<file path="src/rtl/dot_product_engine_pkg.sv">
// Shared types and helpers for the dot-product engine: FSM state encoding
// and the signed saturation bounds used by the optional clamp (DOT_SATURATE_EN).
package dot_product_engine_pkg;

    typedef enum logic [1:0] {
        ST_IDLE   = 2'd0,
        ST_ISSUE  = 2'd1,
        ST_DRAIN  = 2'd2,
        ST_RESULT = 2'd3
    } state_e;

    localparam int MAX_SAT_WIDTH = 256;

    // Largest positive value of a signed w-bit number, zero-padded; callers truncate.
    function automatic logic [MAX_SAT_WIDTH-1:0] sat_max(input int w);
        logic [MAX_SAT_WIDTH-1:0] m;
        m = '0;
        for (int i = 0; i < w - 1; i++) begin
            m[i] = 1'b1;
        end
        return m;
    endfunction

    // Most negative signed w-bit value; bits above w-1 are don't-care after truncation.
    function automatic logic [MAX_SAT_WIDTH-1:0] sat_min(input int w);
        logic [MAX_SAT_WIDTH-1:0] m;
        m = '1;
        for (int i = 0; i < w - 1; i++) begin
            m[i] = 1'b0;
        end
        return m;
    endfunction

    function automatic logic add_overflow(input logic sign_a, input logic sign_b,
                                          input logic sign_sum);
        return (sign_a == sign_b) && (sign_sum != sign_a);
    endfunction

endpackage

</file>
<file path="src/rtl/dot_product_engine_mac.sv">
// Combinational multiply-accumulate step: sign-extend, multiply, add, and
// (with DOT_SATURATE_EN) clamp to the signed accumulator range on overflow.
module dot_product_engine_mac
    import dot_product_engine_pkg::*;
#(
    parameter int DATA_WIDTH = 32,
    parameter int ACC_WIDTH  = 72
) (
    input  logic [ACC_WIDTH-1:0]  acc_in,
    input  logic [DATA_WIDTH-1:0] a_in,
    input  logic [DATA_WIDTH-1:0] b_in,
    output logic [ACC_WIDTH-1:0]  sum_out,
    output logic                  sat_out
);

    localparam int PROD_WIDTH = 2 * DATA_WIDTH;

    logic signed [PROD_WIDTH-1:0] a_ext;
    logic signed [PROD_WIDTH-1:0] b_ext;
    logic signed [PROD_WIDTH-1:0] prod;
    logic signed [ACC_WIDTH-1:0]  prod_ext;
    logic        [ACC_WIDTH-1:0]  raw_sum;

    always_comb begin
        a_ext    = PROD_WIDTH'($signed(a_in));
        b_ext    = PROD_WIDTH'($signed(b_in));
        prod     = a_ext * b_ext;
        prod_ext = ACC_WIDTH'(prod);
        raw_sum  = acc_in + prod_ext;
    end

`ifdef DOT_SATURATE_EN
    localparam logic [ACC_WIDTH-1:0] ACC_MAX = ACC_WIDTH'(sat_max(ACC_WIDTH));
    localparam logic [ACC_WIDTH-1:0] ACC_MIN = ACC_WIDTH'(sat_min(ACC_WIDTH));

    logic ovf;

    // Overflow only when both addends share a sign the sum does not; clamp toward that sign.
    always_comb begin
        ovf     = add_overflow(acc_in[ACC_WIDTH-1], prod_ext[ACC_WIDTH-1],
                               raw_sum[ACC_WIDTH-1]);
        sat_out = ovf;
        sum_out = raw_sum;
        if (ovf) begin
            sum_out = acc_in[ACC_WIDTH-1] ? ACC_MIN : ACC_MAX;
        end
    end
`else
    always_comb begin
        sum_out = raw_sum;
        sat_out = 1'b0;
    end
`endif

endmodule

</file>
<file path="src/rtl/dot_product_engine.sv">
// Dot-product engine: drives start_reading to both operand readers for VEC_LEN
// cycles, accumulates lock-stepped beats and holds one result on a valid/ready port.
// Optional clamping arithmetic and sticky sat_flag enabled by DOT_SATURATE_EN.
//
// state     | meaning
// ----------+-------------------------------------------------------------
// ST_IDLE   | waiting for start
// ST_ISSUE  | start_reading asserted, VEC_LEN cycles; beats may arrive
// ST_DRAIN  | reads issued, accumulating remaining in-flight beats
// ST_RESULT | result_valid held until result_ready
module dot_product_engine
    import dot_product_engine_pkg::*;
#(
    parameter int DATA_WIDTH = 32,
    parameter int VEC_LEN    = 32,
    parameter int ACC_WIDTH  = 72
) (
    input  logic                  clk,
    input  logic                  rst_n,
    input  logic                  start,
    output logic                  start_reading,
    input  logic                  in_valid,
    input  logic [DATA_WIDTH-1:0] a_data,
    input  logic [DATA_WIDTH-1:0] b_data,
    output logic                  busy,
    output logic                  result_valid,
    input  logic                  result_ready,
    output logic [ACC_WIDTH-1:0]  result_data,
    output logic                  sat_flag
);

    localparam int CNT_WIDTH = $clog2(VEC_LEN + 1);
    localparam logic [CNT_WIDTH-1:0] LAST_CNT = CNT_WIDTH'(VEC_LEN - 1);

    state_e                 state_q, state_d;
    logic [CNT_WIDTH-1:0]   issue_cnt_q, issue_cnt_d;
    logic [CNT_WIDTH-1:0]   recv_cnt_q, recv_cnt_d;
    logic [ACC_WIDTH-1:0]   acc_q, acc_d;
    logic [ACC_WIDTH-1:0]   result_data_q, result_data_d;
    logic                   sat_q, sat_d;

    logic [ACC_WIDTH-1:0]   mac_sum;
    logic                   mac_sat;
    logic                   accept;
    logic                   last_beat;

    dot_product_engine_mac #(
        .DATA_WIDTH (DATA_WIDTH),
        .ACC_WIDTH  (ACC_WIDTH)
    ) u_mac (
        .acc_in  (acc_q),
        .a_in    (a_data),
        .b_in    (b_data),
        .sum_out (mac_sum),
        .sat_out (mac_sat)
    );

    assign accept    = in_valid && ((state_q == ST_ISSUE) || (state_q == ST_DRAIN));
    assign last_beat = accept && (recv_cnt_q == LAST_CNT);

    always_ff @(posedge clk) begin
        if (!rst_n) begin
            state_q       <= ST_IDLE;
            issue_cnt_q   <= '0;
            recv_cnt_q    <= '0;
            acc_q         <= '0;
            result_data_q <= '0;
            sat_q         <= 1'b0;
        end else begin
            state_q       <= state_d;
            issue_cnt_q   <= issue_cnt_d;
            recv_cnt_q    <= recv_cnt_d;
            acc_q         <= acc_d;
            result_data_q <= result_data_d;
            sat_q         <= sat_d;
        end
    end

    always_comb begin
        state_d = state_q;
        case (state_q)
            ST_IDLE:   if (start)                     state_d = ST_ISSUE;
            ST_ISSUE:  if (issue_cnt_q == LAST_CNT)   state_d = ST_DRAIN;
            ST_DRAIN:                                 state_d = ST_DRAIN;
            ST_RESULT: if (result_ready)              state_d = ST_IDLE;
            default:                                  state_d = ST_IDLE;
        endcase
        // With zero upstream latency the final beat lands while still issuing.
        if (last_beat) begin
            state_d = ST_RESULT;
        end
    end

    always_comb begin
        issue_cnt_d   = issue_cnt_q;
        recv_cnt_d    = recv_cnt_q;
        acc_d         = acc_q;
        result_data_d = result_data_q;
        sat_d         = sat_q;
        if ((state_q == ST_IDLE) && start) begin
            issue_cnt_d = '0;
            recv_cnt_d  = '0;
            acc_d       = '0;
            sat_d       = 1'b0;
        end
        if (state_q == ST_ISSUE) begin
            issue_cnt_d = issue_cnt_q + CNT_WIDTH'(1);
        end
        if (accept) begin
            acc_d      = mac_sum;
            recv_cnt_d = recv_cnt_q + CNT_WIDTH'(1);
            sat_d      = sat_q | mac_sat;
        end
        if (last_beat) begin
            result_data_d = mac_sum;
        end
    end

    always_comb begin
        start_reading = (state_q == ST_ISSUE);
        busy          = (state_q != ST_IDLE);
        result_valid  = (state_q == ST_RESULT);
        result_data   = result_data_q;
        sat_flag      = sat_q;
    end

endmodule

</file>
<file path="config.mk">
export PLATFORM = sky130hd
export DESIGN_NAME = dot_product_engine
export DESIGN_NICKNAME = d
export VERILOG_FILES = /design/src/rtl/dot_product_engine_pkg.sv /design/src/rtl/dot_product_engine_mac.sv /design/src/rtl/dot_product_engine.sv
export SDC_FILE = /design/constraint.sdc
export NUM_CORES = 2
export LEC_CHECK = 0
export BUFFER_PORTS_ARGS = -buffer_cell sky130_fd_sc_hd__clkbuf_2
export CAP_MARGIN = 20
export CORE_AREA = 2 2 294 296
export CTS_BUF_LIST = sky130_fd_sc_hd__clkbuf_4 sky130_fd_sc_hd__clkbuf_8
export CTS_CLUSTER_DIAMETER = 150
export CTS_CLUSTER_SIZE = 24
export DETAILED_ROUTE_END_ITERATION = 10
export DIE_AREA = 0 0 296 298
export GPL_TIMING_DRIVEN = 0
export HOLD_SLACK_MARGIN = 0.05
export PLACE_DENSITY = 0.72
export SKIP_LAST_GASP = 1
export SYNTH_ARGS = -nofsm -noshare
export SYNTH_HDL_FRONTEND = slang
export SYNTH_HIERARCHICAL = 1
export SYNTH_SLANG_ARGS = --single-unit
</file>
<file path="constraint.sdc">
create_clock -name clk -period 21.7 [get_ports clk]
set_clock_uncertainty 0.05 [all_clocks]
set_input_delay 3.255 -clock clk [delete_from_list [all_inputs] [get_ports clk]]
set_output_delay 3.255 -clock clk [all_outputs]
set_load 0.01 [all_outputs]
</file>
[Yosys cells after proc, flatten, opt, wreduce, memory -nomap -nowiden]
Index checks and enable logic that the tools add are counted.
Operators by class
  add/sub/neg operators: 3
  multipliers: 1
  divide/modulo/power cells: 0
  $lt $le $gt $ge: 0
  eq/ne operators: 8
  shift operators: 0
  mux-type cells: 10
  bitwise logic cells: 0
  reduce and logical (&&, ||, !) cells: 9
Operators by type and width (number)
  72-bit 2-to-1 mux: 2
  72-bit adder: 1
  32-bit by 32-bit multiplier with 64-bit output: 1
  6-bit 2-to-1 mux: 3
  6-bit by 1-bit adder with 6-bit output (second input constant): 2
  6-bit by 5-bit == test with 1-bit output (second input constant): 2
  2-bit 2-to-1 mux: 4
  2-bit case mux with 4 select lines: 1
  3-bit by 1-bit inequality test with 1-bit output (second input constant): 2
  2-bit nonzero test: 3
  2-bit == test (second input constant): 2
  1-bit logical AND: 3
  3-bit inequality test (second input constant): 1
  3-bit AND reduction: 1
  2-bit by 1-bit == test with 1-bit output (second input constant): 1
  2-bit zero test: 1
  1-bit logical OR: 1
Storage, ports and cells
  bits in registers: 158
  latch bits: 0
  bits in writable memories: 0
  bits in read-only memories: 0
  input bits: 69
  memories kept: 0

[Depth between registers and ports, before layout]
  word-level depth: 6
  mapped depth: 43
  mapped depth without buffers: 41

[Modules after synthesis]
The synthesis kept the hierarchy.
By module, submodules not included
  dot_product_engine_mac: instances 1, cells each 4493, area each 40233.6 um2
  dot_product_engine: instances 1, cells each 652, area each 6028.3 um2

[Worst setup path before layout]
Ideal clock, no wire load.
  path type: input-to-reg
  start: input port a_data[31]
  end: register acc_q[71]
  setup time: 0.118 ns
  data arrival time: 12.778 ns
  required time: 21.532 ns
  slack: 8.753 ns
  cell stages on the path: 40
  path buffers: 3
  cells stage by stage: clkbuf_1 nand2_1 inv_1 fa_1 fa_1 fa_1 fa_1 inv_1 fa_1 inv_1 fa_1 fa_1 fa_1 ha_1 clkbuf_1 a21oi_1 o21bai_1 a21oi_1 (+4 left out) nand2_2 mux2i_1 nor4b_4 ha_1 clkbuf_1 a21oi_1 nor2b_1 o21ai_0 nand2b_1 a21oi_1 nor2b_1 o21ai_0 nand2b_1 a221oi_1 xor2_1 xnor2_1 a22oi_1 nor2b_1
Between the ends
  cells in the longest elaborated chain, start to end: 3
Ends and longest elaborated chain
  start, declared: line dot_product_engine.sv:23  | input logic [DATA_WIDTH-1:0] a_data,
  32-bit by 32-bit multiplier with 64-bit output: line dot_product_engine_mac.sv:27  | prod = a_ext * b_ext;
  72-bit adder: line dot_product_engine_mac.sv:29  | raw_sum = acc_in + prod_ext;
  net mac_sum[71]: line dot_product_engine.sv:42  | logic [ACC_WIDTH-1:0] mac_sum;
  72-bit 2-to-1 mux: line dot_product_engine.sv:109  | if (accept) begin
  end signal, assigned: line dot_product_engine.sv:66  | acc_q <= '0;
  end signal, assigned: line dot_product_engine.sv:73  | acc_q <= acc_d;
  end, declared: line dot_product_engine.sv:38  | logic [ACC_WIDTH-1:0] acc_q, acc_d;
The timed path passes the listed nets, and every way through them passes these cells.
A chain may end at the register's enable or synchronous reset.

[Worst setup path after layout]
  start: input port b_data[5]
  end: register acc_q[71]
Between the ends
  cells in the longest elaborated chain, start to end: 3
Ends and longest elaborated chain
  start, declared: line dot_product_engine.sv:24  | input logic [DATA_WIDTH-1:0] b_data,
  32-bit by 32-bit multiplier with 64-bit output: line dot_product_engine_mac.sv:27
  72-bit adder: line dot_product_engine_mac.sv:29
  net mac_sum[71]: line dot_product_engine.sv:42
  72-bit 2-to-1 mux: line dot_product_engine.sv:109
The timed path passes the listed nets, and every way through them passes these cells.

==> flow_results.org <==
** Status
- Outcome :: finished, final reports clean

** Timing
- Number of endpoints with negative hold slack in the final report :: 0
- Worst-margin pin slew :: 1.14 ns
- Static timing analysis puts the maximum clock frequency at 0.0680 GHz.
- For the final routed database, the setup TNS stands at 0 ns.
- Max-slew headroom at the worst pin :: 23.9%
- Setup repair after global routing left no endpoint under its margin.
- Number of pins with negative max-slew slack in the final report :: 0
- Final worst path period share :: 67.8%
- The clock period could shrink to 14.71 ns.
- Setup violations remaining at the end of the flow were counted as 0.

** Synthesis
- Cell types with the largest area share after synthesis :: sky130_fd_sc_hd__fa_1 (47%), sky130_fd_sc_hd__inv_1 (7.9%), sky130_fd_sc_hd__ha_1 (7.1%)
- Synthesis inferred 159 register bits.
- The top cell type by area accounts for 46.9% of the synthesized area.
- Post-Synthesis Net Count :: 6559
- Sequential elements use 6.88% of the synthesized area.
- During synthesis, Yosys emitted a total of 6 warnings.
- Number of enable flip-flop cells after synthesis :: 0
- Synth Instances :: 5145
- Largest area contributor in the synthesized netlist :: sky130_fd_sc_hd__fa_1
- Async set or reset register ratio after synthesis :: 0%
- Avg Synthesized Cell Area :: 8.99 sq um
- Number of unique standard cell types used by synthesis :: 77
- For this run, the leading register cell type out of synthesis is sky130_fd_sc_hd__dfxtp_1.
- The mapped netlist covers 46300 sq um.

** Routing
- After the first detailed-routing iteration, the DRC count stood at 2944.
- Length of the first detailed-routing pass in iterations :: 8
- In the routed layout, each cell is associated on average with a via count of 5.68.
- After detailed routing, the number of remaining DRC violations is 0.
- Final wirelength :: 149 mm
- Once detail routing completed, the nets flagged for antenna violations numbered 0.
- Vias post-DR :: 36800
- Routed length per placed instance :: 23.1 um

** Critical path
- Critical-path cell with the highest stage delay :: sky130_fd_sc_hd__fa_1
- The critical path is of the primary input to register type.
- The largest single stage delay on the critical path is 1.09 ns.
- Worst Setup Start Kind :: primary input
- Data on the critical path is required at its endpoint by 22.01 ns.
- For the worst setup path, the data arrival time is 15.01 ns.
- By instance count, the cell type seen most on the critical path is sky130_fd_sc_hd__fa_1.
- Highest net fanout along the worst path :: 11
- Worst setup EP type :: register

** Die
- After floorplanning, the core was divided into 107 placement rows.
- Y dimension of the die :: 298 um
- From left edge to right edge, the die measures 296 um.
- 145 I/O pins were placed.
- Core Box Area :: 84900 sq um
- Initial core utilization :: 54.5%
- Die Footprint :: 88200 sq um

** GRT
- Entering global routing, the biggest net connects 17 pins.
- Antenna violations before repair :: 14
- The first global-routing pass estimated 229 mm of wire.
- The number of global-route vias before repair came to 38200.
- In the global route stage, overall resource usage came out at 35.0%.
- Global routing finished with a remaining overflow of 0.

** CTS
- Count of hold-fix buffers inserted at cts :: 0
- Clock buffers created by TritonCTS :: 17
- Gates resized during post-CTS repair numbered 0.
- Clock tree synthesis found a total of 159 sinks.
- H-tree depth :: 4
- Clock insertion delay at the later pin of the skew report :: 0.46 ns
- Number of buffers inserted to repair setup after CTS :: 0
- CTS clk-pin slew, worst paths :: 0.09 ns
- TritonCTS built the clock tree.
- Root Buffer :: sky130_fd_sc_hd__clkbuf_8
- In this run the deepest clock path goes through 2 buffers.

** Place
- Final HPWL DP :: 130 mm
- The congestion estimate from routability-driven global placement came to 1.01.
- Total of buffers placed on input and output ports :: 143

** Final layout
- Number of fill cells in the layout :: 7844
- Area growth, synth to finish :: 5.63%
- The final layout contains 6722 nets.
- Layout cells sized above 1 :: 4.34%

** Hold path
- Min-delay worst type :: register to register

** Flow run
- Maximum capacitance violations :: 0
==> cell type report <==
cell class	instances	area, sq um	share of cell area, %
sequential	159	3180	6.51
clock inverter	8	130	0.266
buffer	294	1190	2.44
clock buffer	22	290	0.594
antenna	8	20.0	0.0410
multi-input combinational	3720	38200	78.3
inverter	972	3650	7.47
timing repair buffer	144	731	1.50
tap	1144	1430	2.93
==> layout by cell type (no fill, tap or decap), types with 28 or more instances in the layout <==
cell	count
sky130_fd_sc_hd__fa_1	1083
sky130_fd_sc_hd__inv_1	972
sky130_fd_sc_hd__nand2_1	776
sky130_fd_sc_hd__and2_1	473
sky130_fd_sc_hd__clkbuf_1	265
sky130_fd_sc_hd__ha_1	262
sky130_fd_sc_hd__dfxtp_1	159
sky130_fd_sc_hd__clkbuf_2	143
sky130_fd_sc_hd__a21oi_1	140
sky130_fd_sc_hd__nor2_1	110
sky130_fd_sc_hd__xnor2_1	97
sky130_fd_sc_hd__nor2b_1	90
sky130_fd_sc_hd__o21ai_0	86
sky130_fd_sc_hd__a21o_1	79
sky130_fd_sc_hd__a22oi_1	74
sky130_fd_sc_hd__a21boi_1	71
sky130_fd_sc_hd__nand3_1	46
sky130_fd_sc_hd__xor2_1	41
sky130_fd_sc_hd__o21bai_1	28
==> synth_stat cells (6+ instances only) <==
cell	number
sky130_fd_sc_hd__fa_1	1083
sky130_fd_sc_hd__inv_1	972
sky130_fd_sc_hd__nand2_1	776
sky130_fd_sc_hd__and2_1	473
sky130_fd_sc_hd__clkbuf_1	265
sky130_fd_sc_hd__ha_1	262
sky130_fd_sc_hd__dfxtp_1	159
sky130_fd_sc_hd__a21oi_1	140
sky130_fd_sc_hd__nor2_1	110
sky130_fd_sc_hd__xnor2_1	97
sky130_fd_sc_hd__nor2b_1	90
sky130_fd_sc_hd__o21ai_0	86
sky130_fd_sc_hd__a21o_1	79
sky130_fd_sc_hd__a22oi_1	74
sky130_fd_sc_hd__a21boi_1	71
sky130_fd_sc_hd__nand3_1	46
sky130_fd_sc_hd__xor2_1	41
sky130_fd_sc_hd__o21bai_1	28
sky130_fd_sc_hd__nor3_1	24
sky130_fd_sc_hd__nand2b_1	23
sky130_fd_sc_hd__a31oi_1	22
sky130_fd_sc_hd__nand4_1	20
sky130_fd_sc_hd__and3_1	19
sky130_fd_sc_hd__buf_2	18
sky130_fd_sc_hd__a211oi_1	15
sky130_fd_sc_hd__a21boi_0	13
sky130_fd_sc_hd__o211ai_1	13
sky130_fd_sc_hd__o21a_1	11
sky130_fd_sc_hd__buf_6	8
sky130_fd_sc_hd__o31ai_1	8
sky130_fd_sc_hd__o21ai_1	6
==> metal layers <==
layer	vias up	track usage, %	share of wire (%)
li1	15900	-	-
met1	18600	45.4	38
met2	1825	53.7	45
met3	471	9.14	10
met4	14	18.8	6.7
met5	-	0	0.062
==> logic make-up after synthesis <==
family	after synthesis	share of synthesized area (%)
compound gates	624	9.12
simple gates	1609	16.9
mux	3	0.0649
fa+ha+maj	1345	54.0
other cells	1	0.00811
flops	159	6.88
xor+xnor	138	2.61
buf+inv	1266	10.5
==> final timing paths <==
check	start	end	slack [ns]	cells past startpoint
max	b_data[5]	acc_q[71]	6.99	41
max reg2reg	acc_q[25]	acc_q[70]	17.58	14
min	result_data[8]	result_data[8]	0.41	2
min reg2reg	result_data[8]	result_data[8]	0.41	2
==> sequential cells by signal, indices dropped and copies added, names as in the netlist <==
signal       count
result_data     72
state_q          2
acc_q           72
sat_flag         1
recv_cnt_q       6
issue_cnt_q      6
==> metrics by stage <==
step	instance area, sq um	util (%)	setup slack, ns	hold slack, ns	instances
finish	48900	57.6	6.99	0.407	6471
global route	48800	57.6	6.35	0.430	6465
CTS	48800	57.5	7.14	0.410	6463
detailed placement	48400	57.1	6.66	0.397	6433
global placement	48400	57.0	6.74	0.392	6432
floorplan	46300	-	8.75	0.405	5145
==> worst max-delay path: cells and delay by family <==
family                   cells  cell delay [ns]
adder cells (fa/ha/maj)     10             5.83
AO/OA/AOI/OAI               13             2.20
buffers and inverters        7             1.80
AND/OR/NAND/NOR              8             1.44
XOR/XNOR                     2             0.31
multiplexers                 1             0.14
Power is left out: the tool's default activity adds up to more than one toggle a clock period on the data nets, which glitch-free logic cannot reach.
